$ cat config.mk
export PLATFORM = sky130hd
export DESIGN_NAME = spi_burst_slave
export DESIGN_NICKNAME = d
export VERILOG_FILES = /design/src/rtl/spi_mem_pkg.sv /design/src/rtl/spi_mem_array.sv /design/src/rtl/spi_burst_slave.sv
export SDC_FILE = /design/constraint.sdc
export NUM_CORES = 1
export LEC_CHECK = 0
export BUFFER_PORTS_ARGS = -buffer_cell sky130_fd_sc_hd__buf_4
export CORE_MARGIN = 3
export CORE_UTILIZATION = 63
export CTS_CLUSTER_DIAMETER = 80
export DETAILED_ROUTE_END_ITERATION = 8
export PLACE_DENSITY = 0.79
export SYNTH_ARGS = -nofsm -noshare
export SYNTH_HDL_FRONTEND = slang
export SYNTH_SLANG_ARGS = --single-unit
$ cat constraint.sdc
create_clock -name clk -period 4.26 [get_ports clk]
set_input_delay 0.213 -clock clk [delete_from_list [all_inputs] [get_ports clk]]
set_output_delay 0.213 -clock clk [all_outputs]
set_load 0.05 [all_outputs]
$ cat src/rtl/spi_mem_pkg.sv
// -----------------------------------------------------------------------------
// spi_mem_pkg
// Shared definitions for the SPI burst memory slave.
// Contents:
//   state_t    - frame state machine encoding
//   CMD_WRITE  - command bit value for a write frame
//   CMD_READ   - command bit value for a read frame
// -----------------------------------------------------------------------------
package spi_mem_pkg;

    typedef enum logic [3:0] {
        S_IDLE,
        S_DETECT,
        S_ADDR,
        S_LEN,
        S_WRITE,
        S_LOAD,
        S_SEND,
        S_DONE,
        S_ERR
    } state_t;

    localparam logic CMD_WRITE = 1'b1;
    localparam logic CMD_READ  = 1'b0;

endpackage

$ cat src/rtl/spi_mem_array.sv
// -----------------------------------------------------------------------------
// spi_mem_array
// Word memory behind the SPI slave: one synchronous write port and one
// combinational read port. Contents start at zero and are not affected by
// any reset.
// Ports:
//   clk      in   system clock
//   i_we     in   write enable, commits i_wdata to i_waddr on the rising edge
//   i_waddr  in   write address
//   i_wdata  in   write data
//   i_raddr  in   read address
//   o_rdata  out  read data (combinational)
// -----------------------------------------------------------------------------
module spi_mem_array #(
    parameter int DATA_W = 8,
    parameter int DEPTH  = 32,
    parameter int AW     = (DEPTH > 1) ? $clog2(DEPTH) : 1
) (
    input  logic              clk,
    input  logic              i_we,
    input  logic [AW-1:0]     i_waddr,
    input  logic [DATA_W-1:0] i_wdata,
    input  logic [AW-1:0]     i_raddr,
    output logic [DATA_W-1:0] o_rdata
);

    // Declaration initialiser gives the power-up zero contents.
    logic [DATA_W-1:0] r_mem [DEPTH] = '{default: '0};

    always_ff @(posedge clk) begin
        if (i_we) begin
            r_mem[i_waddr] <= i_wdata;
        end
    end

    assign o_rdata = r_mem[i_raddr];

endmodule

$ cat src/rtl/spi_burst_slave.sv
// -----------------------------------------------------------------------------
// spi_burst_slave
// SPI memory slave with multi-word bursts. Frame: cmd (1 bit), address
// (ADDR_W bits), length (LEN_W bits, burst moves LEN+1 words), payload.
// All fields LSB-first, one bit per system clock while cs is low.
// Ports:
//   clk      in   system clock, one serial bit per rising edge
//   rstn     in   asynchronous active-low reset
//   cs       in   chip select, active-low
//   mosi     in   serial data in
//   miso     out  serial read data
//   ready    out  one-cycle pulse before read data starts on miso
//   op_done  out  one-cycle pulse when a frame completes normally
//   err      out  one-cycle pulse on abort or out-of-range address
// -----------------------------------------------------------------------------
module spi_burst_slave
    import spi_mem_pkg::*;
#(
    parameter int DATA_W = 8,
    parameter int ADDR_W = 5,
    parameter int DEPTH  = 32,
    parameter int LEN_W  = 3
) (
    input  logic clk,
    input  logic rstn,
    input  logic cs,
    input  logic mosi,
    output logic miso,
    output logic ready,
    output logic op_done,
    output logic err
);

    localparam int MEM_AW = (DEPTH > 1) ? $clog2(DEPTH) : 1;
    localparam int MAXF   = (DATA_W > ADDR_W) ? ((DATA_W > LEN_W) ? DATA_W : LEN_W)
                                              : ((ADDR_W > LEN_W) ? ADDR_W : LEN_W);
    localparam int CNT_W  = $clog2(MAXF + 1);
    // One extra bit so DEPTH == 2**ADDR_W is representable.
    localparam logic [ADDR_W:0] DEPTH_V   = (ADDR_W + 1)'(DEPTH);
    localparam logic [ADDR_W:0] LAST_ADDR = (ADDR_W + 1)'(DEPTH - 1);

    state_t              r_state;
    state_t              w_next;
    logic                r_cmd;
    logic [ADDR_W-1:0]   r_addr;
    logic [LEN_W-1:0]    r_len;
    logic [LEN_W-1:0]    r_word;
    logic [CNT_W-1:0]    r_bit;
    logic [DATA_W-2:0]   r_shift;
    logic [DATA_W-1:0]   r_dout;

    logic [ADDR_W:0]     w_addr_sh;
    logic [LEN_W:0]      w_len_sh;
    logic [DATA_W-1:0]   w_wr_data;
    logic [DATA_W-1:0]   w_rd_data;
    logic [ADDR_W-1:0]   w_addr_next;
    logic [ADDR_W-1:0]   w_rd_addr;
    logic                w_addr_last;
    logic                w_len_last;
    logic                w_word_last;
    logic                w_burst_last;
    logic                w_oor;
    logic                w_abort;
    logic                w_we;

    // LSB-first fields: new bit enters at the top and moves down.
    assign w_addr_sh    = {mosi, r_addr};
    assign w_len_sh     = {mosi, r_len};
    assign w_wr_data    = {mosi, r_shift};

    assign w_addr_last  = (r_bit == CNT_W'(ADDR_W - 1));
    assign w_len_last   = (r_bit == CNT_W'(LEN_W - 1));
    assign w_word_last  = (r_bit == CNT_W'(DATA_W - 1));
    assign w_burst_last = w_word_last && (r_word == r_len);
    // Evaluated on the last LEN edge, when the address field is complete.
    assign w_oor        = ({1'b0, r_addr} >= DEPTH_V);
    assign w_addr_next  = ({1'b0, r_addr} == LAST_ADDR) ? '0 : r_addr + ADDR_W'(1);
    assign w_abort      = cs && !(r_state inside {S_IDLE, S_DONE, S_ERR});
    // A partially shifted word never commits: cs high on the last-bit edge wins.
    assign w_we         = (r_state == S_WRITE) && !cs && w_word_last;
    // During SEND the port looks ahead so the next word loads with no gap.
    assign w_rd_addr    = (r_state == S_SEND) ? w_addr_next : r_addr;

    spi_mem_array #(
        .DATA_W (DATA_W),
        .DEPTH  (DEPTH),
        .AW     (MEM_AW)
    ) u_mem (
        .clk     (clk),
        .i_we    (w_we),
        .i_waddr (r_addr[MEM_AW-1:0]),
        .i_wdata (w_wr_data),
        .i_raddr (w_rd_addr[MEM_AW-1:0]),
        .o_rdata (w_rd_data)
    );

    always_ff @(posedge clk or negedge rstn) begin
        if (!rstn) begin
            r_state <= S_IDLE;
        end else begin
            r_state <= w_next;
        end
    end

    always_comb begin
        w_next  = r_state;
        ready   = 1'b0;
        op_done = 1'b0;
        err     = 1'b0;
        miso    = 1'b0;
        case (r_state)
            S_IDLE:   if (!cs) w_next = S_DETECT;
            S_DETECT: w_next = S_ADDR;
            S_ADDR:   if (w_addr_last) w_next = S_LEN;
            S_LEN: begin
                if (w_len_last) begin
                    if (w_oor)                  w_next = S_ERR;
                    else if (r_cmd == CMD_WRITE) w_next = S_WRITE;
                    else                         w_next = S_LOAD;
                end
            end
            S_WRITE:  if (w_burst_last) w_next = S_DONE;
            S_LOAD: begin
                ready  = 1'b1;
                w_next = S_SEND;
            end
            S_SEND: begin
                miso = r_dout[0];
                if (w_burst_last) w_next = S_DONE;
            end
            S_DONE: begin
                op_done = 1'b1;
                w_next  = S_IDLE;
            end
            S_ERR: begin
                err    = 1'b1;
                w_next = S_IDLE;
            end
            default:  w_next = S_IDLE;
        endcase
        if (w_abort) w_next = S_ERR;
    end

    always_ff @(posedge clk or negedge rstn) begin
        if (!rstn) begin
            r_cmd   <= 1'b0;
            r_addr  <= '0;
            r_len   <= '0;
            r_word  <= '0;
            r_bit   <= '0;
            r_shift <= '0;
            r_dout  <= '0;
        end else begin
            case (r_state)
                S_IDLE: r_bit <= '0;
                S_DETECT: begin
                    r_cmd <= mosi;
                    r_bit <= '0;
                end
                S_ADDR: begin
                    r_addr <= w_addr_sh[ADDR_W:1];
                    r_bit  <= w_addr_last ? '0 : r_bit + CNT_W'(1);
                end
                S_LEN: begin
                    r_len  <= w_len_sh[LEN_W:1];
                    r_bit  <= w_len_last ? '0 : r_bit + CNT_W'(1);
                    r_word <= '0;
                end
                S_WRITE: begin
                    r_shift <= w_wr_data[DATA_W-1:1];
                    if (w_word_last) begin
                        r_bit  <= '0;
                        r_addr <= w_addr_next;
                        r_word <= r_word + LEN_W'(1);
                    end else begin
                        r_bit <= r_bit + CNT_W'(1);
                    end
                end
                S_LOAD: begin
                    r_dout <= w_rd_data;
                    r_bit  <= '0;
                end
                S_SEND: begin
                    if (w_word_last) begin
                        r_bit  <= '0;
                        r_addr <= w_addr_next;
                        r_word <= r_word + LEN_W'(1);
                        r_dout <= w_rd_data;
                    end else begin
                        r_bit  <= r_bit + CNT_W'(1);
                        r_dout <= r_dout >> 1;
                    end
                end
                default: ;
            endcase
        end
    end

endmodule

# Yosys cells after proc, flatten, opt, wreduce, memory -nomap -nowiden
# Memories as Yosys holds them, arrays and structs flattened.
# Index checks and enable logic that the tools add are counted.
# totals
regBits	35
ramBits	256
input_bits	4
out_inout_bits	4
word_cells	72
n_memories	1
# memory_table
name	words	width	rd	rd_ports_with_merged_regs	write_ports	line	source
u_mem.r_mem	32	8	1	0	1	spi_mem_array.sv:28	logic [DATA_W-1:0] r_mem [DEPTH] = '{default: '0};
# op_classes
add_sub_neg	3
n_eq_ne	18
muxes	25
n_reduce_logical	17
# op_table
operator	n
4-bit two-way mux	8
4-bit by 3-bit equality test with 1-bit output (second input constant)	6
4-bit case mux with 6 select lines	1
4-bit case mux with 4 select lines	1
8-bit case mux with 2 select lines	1
5-bit two-way mux	3
4-bit by 2-bit equality test with 1-bit output (second input constant)	3
5-bit case mux with 2 select lines	1
3-bit inequality test (second input constant)	3
8-bit two-way mux	1
1-bit two-way mux	7
3-bit case mux with 2 select lines	1
2-bit nonzero test	3
5-bit by 1-bit adder with 5-bit output (second input constant)	1
5-bit equality test (second input constant)	1
4-bit by 1-bit adder with 4-bit output (second input constant)	1
4-bit by 1-bit equality test with 1-bit output (second input constant)	1
4-bit equality test (second input constant)	1
1-bit logical AND	4
4-bit zero test	1
2-bit AND reduction	2
4-bit AND reduction	1
4-bit nonzero test	1
3-bit by 1-bit adder with 3-bit output (second input constant)	1
8 further kinds	9

# Depth between registers and ports, before layout
# Gate-level depths: netlist (run 1).
# depth
depth_word	6
mapped_depth	13
depth_no_buf	10

# Modules after synthesis
# Synthesis (run 1) repeated with hierarchy kept, for this count alone.
# hier_totals
cells_unflattened	614
hier_area_um2	11871.4
# modules_own_cells
module	n_inst	cells_each	area_each_um2	seq_area_each_um2
spi_mem_array	1	409	9893.2	7687.4
spi_burst_slave	1	205	1978.1	875.8

# Worst setup path after synthesis (run 1)
# No wires, ideal clock.
# synth_path
path_type	register to register
start	reg r_addr[2]
end	reg r_dout[5]
setup_ns	0.120
t_arrival_ns	2.925
setup_slack_ns	1.216
stages_incl_launch_ff	10
path_buffers	1
period_less_slack_ns	3.044
path_cell_list	dfrtp_1 clkbuf_1 and3_1 ha_1 nor2_1 mux2i_4 mux4_2 nor2b_1 or4_1 a31o_1
# synth_between
elab_chain_cells	6
word_cells_on_any_way	7
# synth_rtl
item	line	source
start, declared	spi_burst_slave.sv:45	logic [ADDR_W-1:0] r_addr;
start signal, assigned	spi_burst_slave.sv:161	r_addr <= w_addr_sh[ADDR_W:1];
start signal, assigned	spi_burst_slave.sv:173	r_addr <= w_addr_next;
start signal, assigned	spi_burst_slave.sv:186	r_addr <= w_addr_next;
5-bit by 1-bit adder with 5-bit output / 5-bit equality test (equally long branches)	spi_burst_slave.sv:77	assign w_addr_next = ({1'b0, r_addr} == LAST_ADDR) ? '0 : r_addr + ADDR_W'(1);
5-bit two-way mux	spi_burst_slave.sv:77	
5-bit two-way mux *	spi_burst_slave.sv:82	assign w_rd_addr = (r_state == S_SEND) ? w_addr_next : r_addr;
memory read 32 x 8 bit *	-	
8-bit two-way mux	spi_burst_slave.sv:184	if (w_word_last) begin
8-bit case mux with 2 select lines *	spi_burst_slave.sv:154	case (r_state)
end signal, assigned	spi_burst_slave.sv:180	r_dout <= w_rd_data;
end signal, assigned	spi_burst_slave.sv:188	r_dout <= w_rd_data;
end signal, assigned	spi_burst_slave.sv:191	r_dout <= r_dout >> 1;
end, declared	spi_burst_slave.sv:50	logic [DATA_W-1:0] r_dout;
# Mark *: on every way between the ends. The rest lies on a longest branch, timed or not.
# A chain may end at the register's enable or synchronous reset.

# Final worst setup path (run 1)
# layout_path
start	reg r_addr[0]
end	reg r_dout[0]
# The elaborated chain is that of the path after synthesis.

==> results of run 1 <==
tightest hold or removal path, stage by stage:
cell and delay [ns]:
buf_4 0.25, nand2_1 0.11, nand2_1 0.05
cell type report:
class / instances / area [um2] / area share
inverter: 9 / 33.78 / 0.002495
multi-input combinational: 521 / 3460 / 0.2555
tap: 260 / 325.3 / 0.02403
sequential: 291 / 8563 / 0.6324
clock buffer: 42 / 794.5 / 0.05868
timing repair buffer: 31 / 262.8 / 0.01940
clock inverter: 10 / 101.3 / 0.007485
worst paths after layout:
check / to / slack (ns) / depth (start not counted)
setup / recovery: r_dout[0]$_DFFE_PN0P_ / 0.55 / 10
hold / removal: r_len[2]$_DFFE_PN0N_ / 0.14 / 3
setup reg to reg: r_dout[0]$_DFFE_PN0P_ / 0.55 / 10
hold reg to reg: r_len[1]$_DFFE_PN0N_ / 0.53 / 2
max in group asynchronous: r_dout[5]$_DFFE_PN0P_ / 3.73 / 2
min in group asynchronous: r_state[2]$_DFFE_PN0P_ / 0.18 / 2
kinds of logic (layout without fill, tap and decap cells):
group                    Yosys count  in the layout
multiplexers                      77             77
AO/OA/AOI/OAI                    140            140
adder cells (fa/ha/maj)            9              9
flip-flops                       291            291
buffers and inverters             52             92
XOR/XNOR                           7              7
AND/OR/NAND/NOR                  288            288
synth_stat cells, types with 2 or more instances:
master	number
o31ai_1	2
ha_1	9
a31oi_1	7
buf_4	9
nor2_1	49
mux2_2	15
nand3b_1	5
a211oi_1	9
o211ai_1	6
mux2i_1	45
a22oi_1	19
nor3_1	11
nor2b_1	8
nand3_1	24
nand2b_1	2
nand2_1	133
edfxtp_1	256
mux4_2	16
dfrtp_1	35
buf_2	12
buf_6	2
nor4_1	7
inv_1	9
nor3b_1	3
o41ai_1	5
or3_1	9
nand4_1	6
xor2_1	5
o22ai_1	3
xnor2_1	2
and3_1	17
a21o_1	3
and4_1	2
o221ai_1	5
o21ai_0	20
buf_1	3
a21oi_1	40
and2_1	5
a221o_1	2
clkbuf_1	17
a211o_1	4
o32ai_1	2
a311oi_1	2
report_power, final:
part           internal, mW  switching (mW)
clock network          1.41           0.990
registers              3.27           0.261
logic                 0.775            1.36
total                  5.46            2.61
layer usage:
layer | global-route usage | vias up
li1 | - | 3341
met1 | 0.3959 | 3820
met2 | 0.4169 | 429
met3 | 0.06478 | 67
met4 | 0.09022 | 4
met5 | 0 | -
state kept, by name, indices dropped and copies added, names as in the netlist:
register and count:
r_addr 5, r_bit 4, r_cmd 1, r_dout 8
r_len 3, r_shift 7, r_state 4, r_word 3
u_mem.r_mem 256
placed cells by master, fill, tap and decap left out, drive strengths merged, types with 11 or more instances in the layout:
master | netlist | routed
a21oi | 40 | 40
a22oi | 19 | 19
and3 | 17 | 17
buf | 26 | 29
clkbuf | 17 | 42
dfrtp | 35 | 35
edfxtp | 256 | 256
mux2 | 15 | 15
mux2i | 46 | 46
mux4 | 16 | 16
nand2 | 133 | 133
nand3 | 24 | 24
nor2 | 49 | 49
nor3 | 11 | 11
o21ai | 21 | 21
stage by stage:
stage | util | cells | cell area [um2]
2_1_floorplan | - | 864 | 12270
3_3_place_gp | 0.6682 | 1110 | 12620
3_5_place_dp | 0.6682 | 1110 | 12620
4_1_cts | 0.7167 | 1164 | 13540
5_1_grt | 0.7167 | 1164 | 13540
6_report | 0.7167 | 1164 | 13540
==> run summary, run 1 <==
The logs give 0 ns for the total negative slack for setup checks and 28 for the number of buffers inserted during clock tree synthesis. The run gives 7,447 as the number of global-route vias before repair. For the worst-skew pair, the clock arrives at the later sink with an insertion delay of 0.54 ns. The floorplan step set the die width to 145.6 um. The logs give 4.11 ns for the data arrival time of the critical path and 11.44 mm for the routed metal-1 wire length.

Counting every net in the synthesized netlist gives 877. For the final number of hold-violating endpoints, the log shows 0. The sum of overflow across all layers after global routing was 0; the number of antenna-violating nets in the routed design was 0. The largest total area in the synthesized netlist belongs to edfxtp_1. By area the synthesized netlist is led by edfxtp_1 63%, dfrtp_1 7.1%, nand2_1 4.1%. In this run the worst path has a maximum fanout of 54. The maximum ir drop on the vdd rail was 0.3508 mV; the number of pins with negative max-slew slack in the final report was 0.

Effective utilization at floorplan: 0.6496. The share of synthesized cell area in full adder, half adder and majority cells works out to 0.009175. The number of setup buffers added after CTS is 0. STA classifies the critical path endpoint as a register. The critical path starts at r_addr[0]$_DFFE_PN0P_.

The tools report the number of antenna diodes as 0. Synthesized-area fraction occupied by and/or/nand/nor cells: 0.1097. The worst setup path is of the register to register kind.

Final clock period utilization by the worst path: 0.8708. The cell family with the largest share of critical-path delay was multiplexers. The hold buffer count at cts is 2, and the final count of negative-setup-slack endpoints is 0. Synthesis produced a netlist whose cell count is 864. The number of top-level pins was 8. Routed signal wires occupy layers up through met5. For this run, the leading register cell type out of synthesis is edfxtp_1. Type of element launching the critical path: a register. The H-tree level count is 1. The total chip power was 8.062 mW; the detail-routed net length per standard cell was 24.81 um. Most prevalent standard cell on the critical path: ha_1. On the critical path, the stage with the largest delay is an instance of mux2i_4. Wires add up to 28.88 mm. The tools report the met2 wirelength from detailed routing as 13.47 mm. The signal on the critical path passes through ha_1 -> and3_1 -> ha_1 -> nor2_1 -> mux2i_4 -> buf_12 -> mux2i_1 -> a211oi_1 -> nor4_1 -> o41ai_1. The final route contains 7,661 vias. The logs give 895 for the final net count and 0.01563 ns for the setup clock skew after layout. In this run the critical register-to-register path is launched from r_addr[0]$_DFFE_PN0P_.

For the maximum clock rate, the log shows 0.2696 GHz. During synthesis, Yosys emitted a total of 0 warnings. A synthesized cell averages 14.20 um2.

The worst slew margin relative to its limit is 0.1670, and the parity-gate share of the synthesized area counting xor and xnor cells is 0.004995. For this design, the sink count on the clock tree is 291. Violation count after the first detailed-routing iteration: 999. Post-cts gate resize count: 0. The overall routing resource usage was 0.2728; the HPWL after detailed placement was 18.46 mm. During placement, the flow inserted port buffers numbering 7.

The count of max-cap constraint violations was 0; the post-synthesis async set-or-reset flop share was 0.1203. The tightest min-delay check is of the primary input to register type. The critical path buffer and inverter count was 1; the required time of the critical path was 4.66 ns. The number of flops mapped to enable cells by yosys is 256, and the area of the die is 0.02119 mm2.

The run gives 2 as the initial antenna violation count. The tools report the worst hold margin as 0.1407 ns. The sum of met3 wire segment lengths after detailed routing is 3.049 mm, and the delay of the slowest critical-path stage is 0.56 ns. Clock tree root driver cell: clkbuf_16.

TritonCTS built the clock tree. Routability-driven placement finished with a final weighted congestion of 0.9499. For the pin with the worst max-slew slack, the measured transition is 1.250 ns. After filler insertion, the fill cell instance count of the layout stands at 1,234. The startpoint identified for the worst hold timing path is mosi. The leakage power summed over all cells is 5.022 nW, and the DRC violation count after routing is 0. The row count is 50, and the power per unit of standard cell area is 595.4 mW/mm2. The first TritonRoute pass finished after 6 iterations. Worst-case setup margin in the final layout: 0.5503 ns. From synthesis to final layout, the design area changed by 10.33%.

The share of the synthesized area in the top cell type is 0.6264, and the maximum clock insertion buffer count is 3. The area of the core is 0.01889 mm2, and the complex-gate fraction of the synthesized area is 0.07564. The die is 145.6 um tall. The clock period could shrink to 3.710 ns. After synthesis, the largest family of logic cells by area is simple AND/OR/NAND/NOR gates.

For the share of synthesized area occupied by flip-flops and latches, the log shows 0.6977. Setup repair after global routing left no endpoint under its margin. After detailed routing, the number of vias per cell comes to 6.582.

The summed instance area of the synthesized netlist came out at 0.01227 mm2. The flow ran to the end, and the final reports show no timing, DRC or antenna violations. The tools report the number of different library cells in the post-synthesis netlist as 62. The multiplexer share of the synthesized area works out to 0.08166.

The first global-routing pass estimated 44.58 mm of wire. In this run, synthesis produced a sequential element count of 291. The fraction of layout instances using a drive strength above 1 works out to 0.1195. After clock tree synthesis, the clock-pin slew on the worst setup and hold paths is 0.06 ns. Entering global routing, the biggest net connects 55 pins. For the pre-CTS setup slack, the log shows 0.5519 ns.
Power figures use the tool's default switching activity.
==> run 2, diff against run 1 <==
CAP_MARGIN = 20   (was not set)
CORE_UTILIZATION = 30   (was 63)
MAX_ROUTING_LAYER = met4   (was not set)
PLACE_DENSITY = not set   (was 0.79)
==> run 2 against run 1 <==
Cell area rose by 5.4%. Hold slack improved by 0.0028 ns. Sequential share of layout area fell by 3.2 points. Largest cell class unchanged. Highest routed layer is now met4.
==> run summary, run 2 (same netlist as run 1, synthesis figures left out) <==
In this run the remaining antenna-violating nets after routing total 0. Entering global routing, the biggest net connects 37 pins. The run gives 0.53 ns as the source-to-sink clock delay at the later pin of the worst-skew pair. The HPWL after detailed placement was 18.87 mm; the signed area change from the synthesized netlist to the final layout was 16.29%. The worst setup path category is register to register. Dividing the detail-routed wire length by the instance count gives 20.24 um. The die width was 208.3 um. The analysis attributes to cell leakage a power of 5.253 nW.

Commonest non-fill, non-tap cell in the layout: edfxtp_1. In the routed layout, each cell is associated on average with a via count of 5.104. The count of max-cap constraint violations came out at 0. The maximum clock rate came out at 0.2624 GHz. Setup clock skew after layout: 0.007718 ns. The initial antenna violation count was 0. The clock passes through at most 3 buffers.

The tools report the first-pass GRT wire length as 45.52 mm. Counting flops per register, the top entry is u_mem.r_mem. For the share of power burned in combinational logic, the log shows 0.288. The cell sitting at the root of the clock tree is a clkbuf_16. The worst-case IR drop observed on VDD is 0.4018 mV. The sum of overflow across all layers after global routing was 0. The run gives 774 as the violation count after the first detailed-routing iteration.

Setup violations remaining at the end of the flow were counted as 0. For this run, the detailed router's first-pass iteration total came to 5. The flow ran to the end, and the final reports show no timing, DRC or antenna violations.

The register with the most flip-flops in the layout has 256 of them. The largest registers in the layout are u_mem.r_mem: 256 flops, r_dout: 8 flops, r_shift: 7 flops. The required time of the critical path was 4.68 ns. TritonCTS built the clock tree. CTS saw 291 sinks. The number of clock buffers added by TritonCTS is 29. For this block, the via count after detailed routing is 7,487.

The run gives 935 as the final net count. The effective utilization at floorplan was 0.3061. The repair_antennas step left the layout with diodes totalling 0. The final clock period utilization by the worst path came out at 0.8946. The worst slew margin relative to its limit came out at 0.4380.

Post-CTS clock slew at the launch and capture registers of the worst setup and hold paths: 0.06 ns. Summed over all nets, the switching power comes to 2.670 mW. In the routed design, unresolved DRC markers number 0. The floorplan step defined a die boundary enclosing 0.04337 mm2. The global placer's final weighted congestion was 0.8874; the power per unit of standard cell area was 572.7 mW/mm2. The row count is 73. The number of fill cells was 3,783; the net switching fraction of the power was 0.3266.

The number of buffer cells added on primary ports is 7. The run gives 0.1910 as the fraction of met1 tracks used by global routing. STA classifies the critical path startpoint as a register. The maximum fanout along the worst path came out at 28.

The run gives 0.04010 mm2 as the area of the core. The final number of hold-violating endpoints was 0. Overall routing resource usage: 0.1378. For this block, the routed nets add up to 29.69 mm of wire. H-tree level count: 1.

Met3 track demand over resource in global routing: 0.01915. The worst setup path is captured at a register. The portion of total power attributed to the clock network is 0.290, and the internal cell power is 5.504 mW. The die height is 208.3 um. On the final layout, the worst hold slack is 0.1435 ns. The fraction of layout instances using a drive strength above 1 came out at 0.1518. The number of pins with negative max-slew slack in the final report is 0.

Data arrives at the worst endpoint at 4.24 ns. The tools report the sequential fraction of design power as 0.421. The run gives 7,384 as the number of global-route vias before repair. The library cells used most frequently in the layout, excluding fill and tap cells, are 256 x edfxtp_1, 132 x nand2_1, 59 x buf_4. Setup repair after global routing left no endpoint under its margin. The busiest layer in global routing was met2. The number of top-level pins is 8. For the total negative slack for setup checks, the log shows 0 ns. Class of the most critical hold timing path: primary input to register. The total chip power is 8.174 mW, and the final critical delay including setup and external delays is 3.811 ns.

At the pin with the least slew margin, the transition time is 0.8253 ns. The global-route track usage on met2 was 0.2162.
==> run 2: cell types whose count changed in the layout (fill, tap and decap cells not counted) <==
| cell | before | now |
|---|---|---|
| mux2i_2 | 1 | 0 |
| buf_16 | 0 | 5 |
| clkinv_1 | 1 | 7 |
| buf_12 | 2 | 4 |
| buf_4 | 27 | 59 |
| clkbuf_8 | 2 | 0 |
| clkbuf_1 | 11 | 8 |
| mux2i_4 | 1 | 2 |
| clkinv_2 | 6 | 4 |
==> run 2: timing repair <==
item,CTS,global route
resized for setup,0,0
endpoints found under the setup margin,0,0
buffers inserted,0,0
hold buffers,2,0
endpoints found under the hold margin,36,0
==> run 2: final timing paths <==
path                       depth (start not counted)  slack [ns]                   from               endpoint
setup / recovery                                  12        0.45  r_addr[1]$_DFFE_PN0P_  r_dout[0]$_DFFE_PN0P_
min in group asynchronous                          2        0.20                   rstn   r_bit[0]$_DFFE_PN0P_
setup reg to reg                                  12        0.45  r_addr[1]$_DFFE_PN0P_  r_dout[0]$_DFFE_PN0P_
max in group asynchronous                          2        3.69                   rstn  r_dout[7]$_DFFE_PN0P_
hold reg to reg                                    2        0.50  r_dout[2]$_DFFE_PN0P_  r_dout[1]$_DFFE_PN0P_
hold / removal                                     3        0.14                   mosi   r_len[2]$_DFFE_PN0N_
==> run 2: critical path: stages (launching register included) <==
cell	delay, ns
dfrtp_1	0.55
ha_1	0.31
and3_1	0.18
ha_1	0.27
nor2_1	0.14
mux2i_4	0.66
buf_4	0.51
nand2_1	0.08
and3_1	0.18
a211oi_1	0.25
nor4_1	0.09
buf_4	0.16
o41ai_1	0.32
==> run 2: through the flow <==
stage,worst slack (ns),instance area (um2),std cells,util
6_report,0.4491,14270,1467,0.3559
4_1_cts,0.4484,14190,1464,0.3539
3_3_place_gp,0.5733,13250,1409,0.3303
5_1_grt,0.1458,14270,1467,0.3559
3_5_place_dp,0.4994,13300,1411,0.3317
2_1_floorplan,1.216,12270,864,-
==> run 2: power groups by stage <==
stage	logic (mW)	registers (mW)	clock network, mW
final	2.36	3.45	2.37
after global routing	2.55	3.46	2.52
after CTS	2.27	3.49	2.41
after detailed placement	2.26	3.54	0
after global placement	2.20	3.56	0
after floorplan	1.56	3.44	0
==> run 2: area by class of cell <==
type                            count  area, um2  share of cell area
Clock buffer                       37      755.7             0.05295
Clock inverter                     14      113.9            0.007978
Inverter                            9      33.78            0.002367
Multi-Input combinational cell    521       3468              0.2430
Sequential cell                   291       8563              0.6000
Tap cell                          525      656.9             0.04602
Timing Repair Buffer               70      680.7             0.04769
==> run 2: metal layers <==
layer  wire, um  vias up  part of all wire
li1           -     3424                 -
met1      13200     3780              0.44
met2      14190      244              0.48
met3       1752       39             0.059
met4        554        0             0.019
met5          0        -                 0
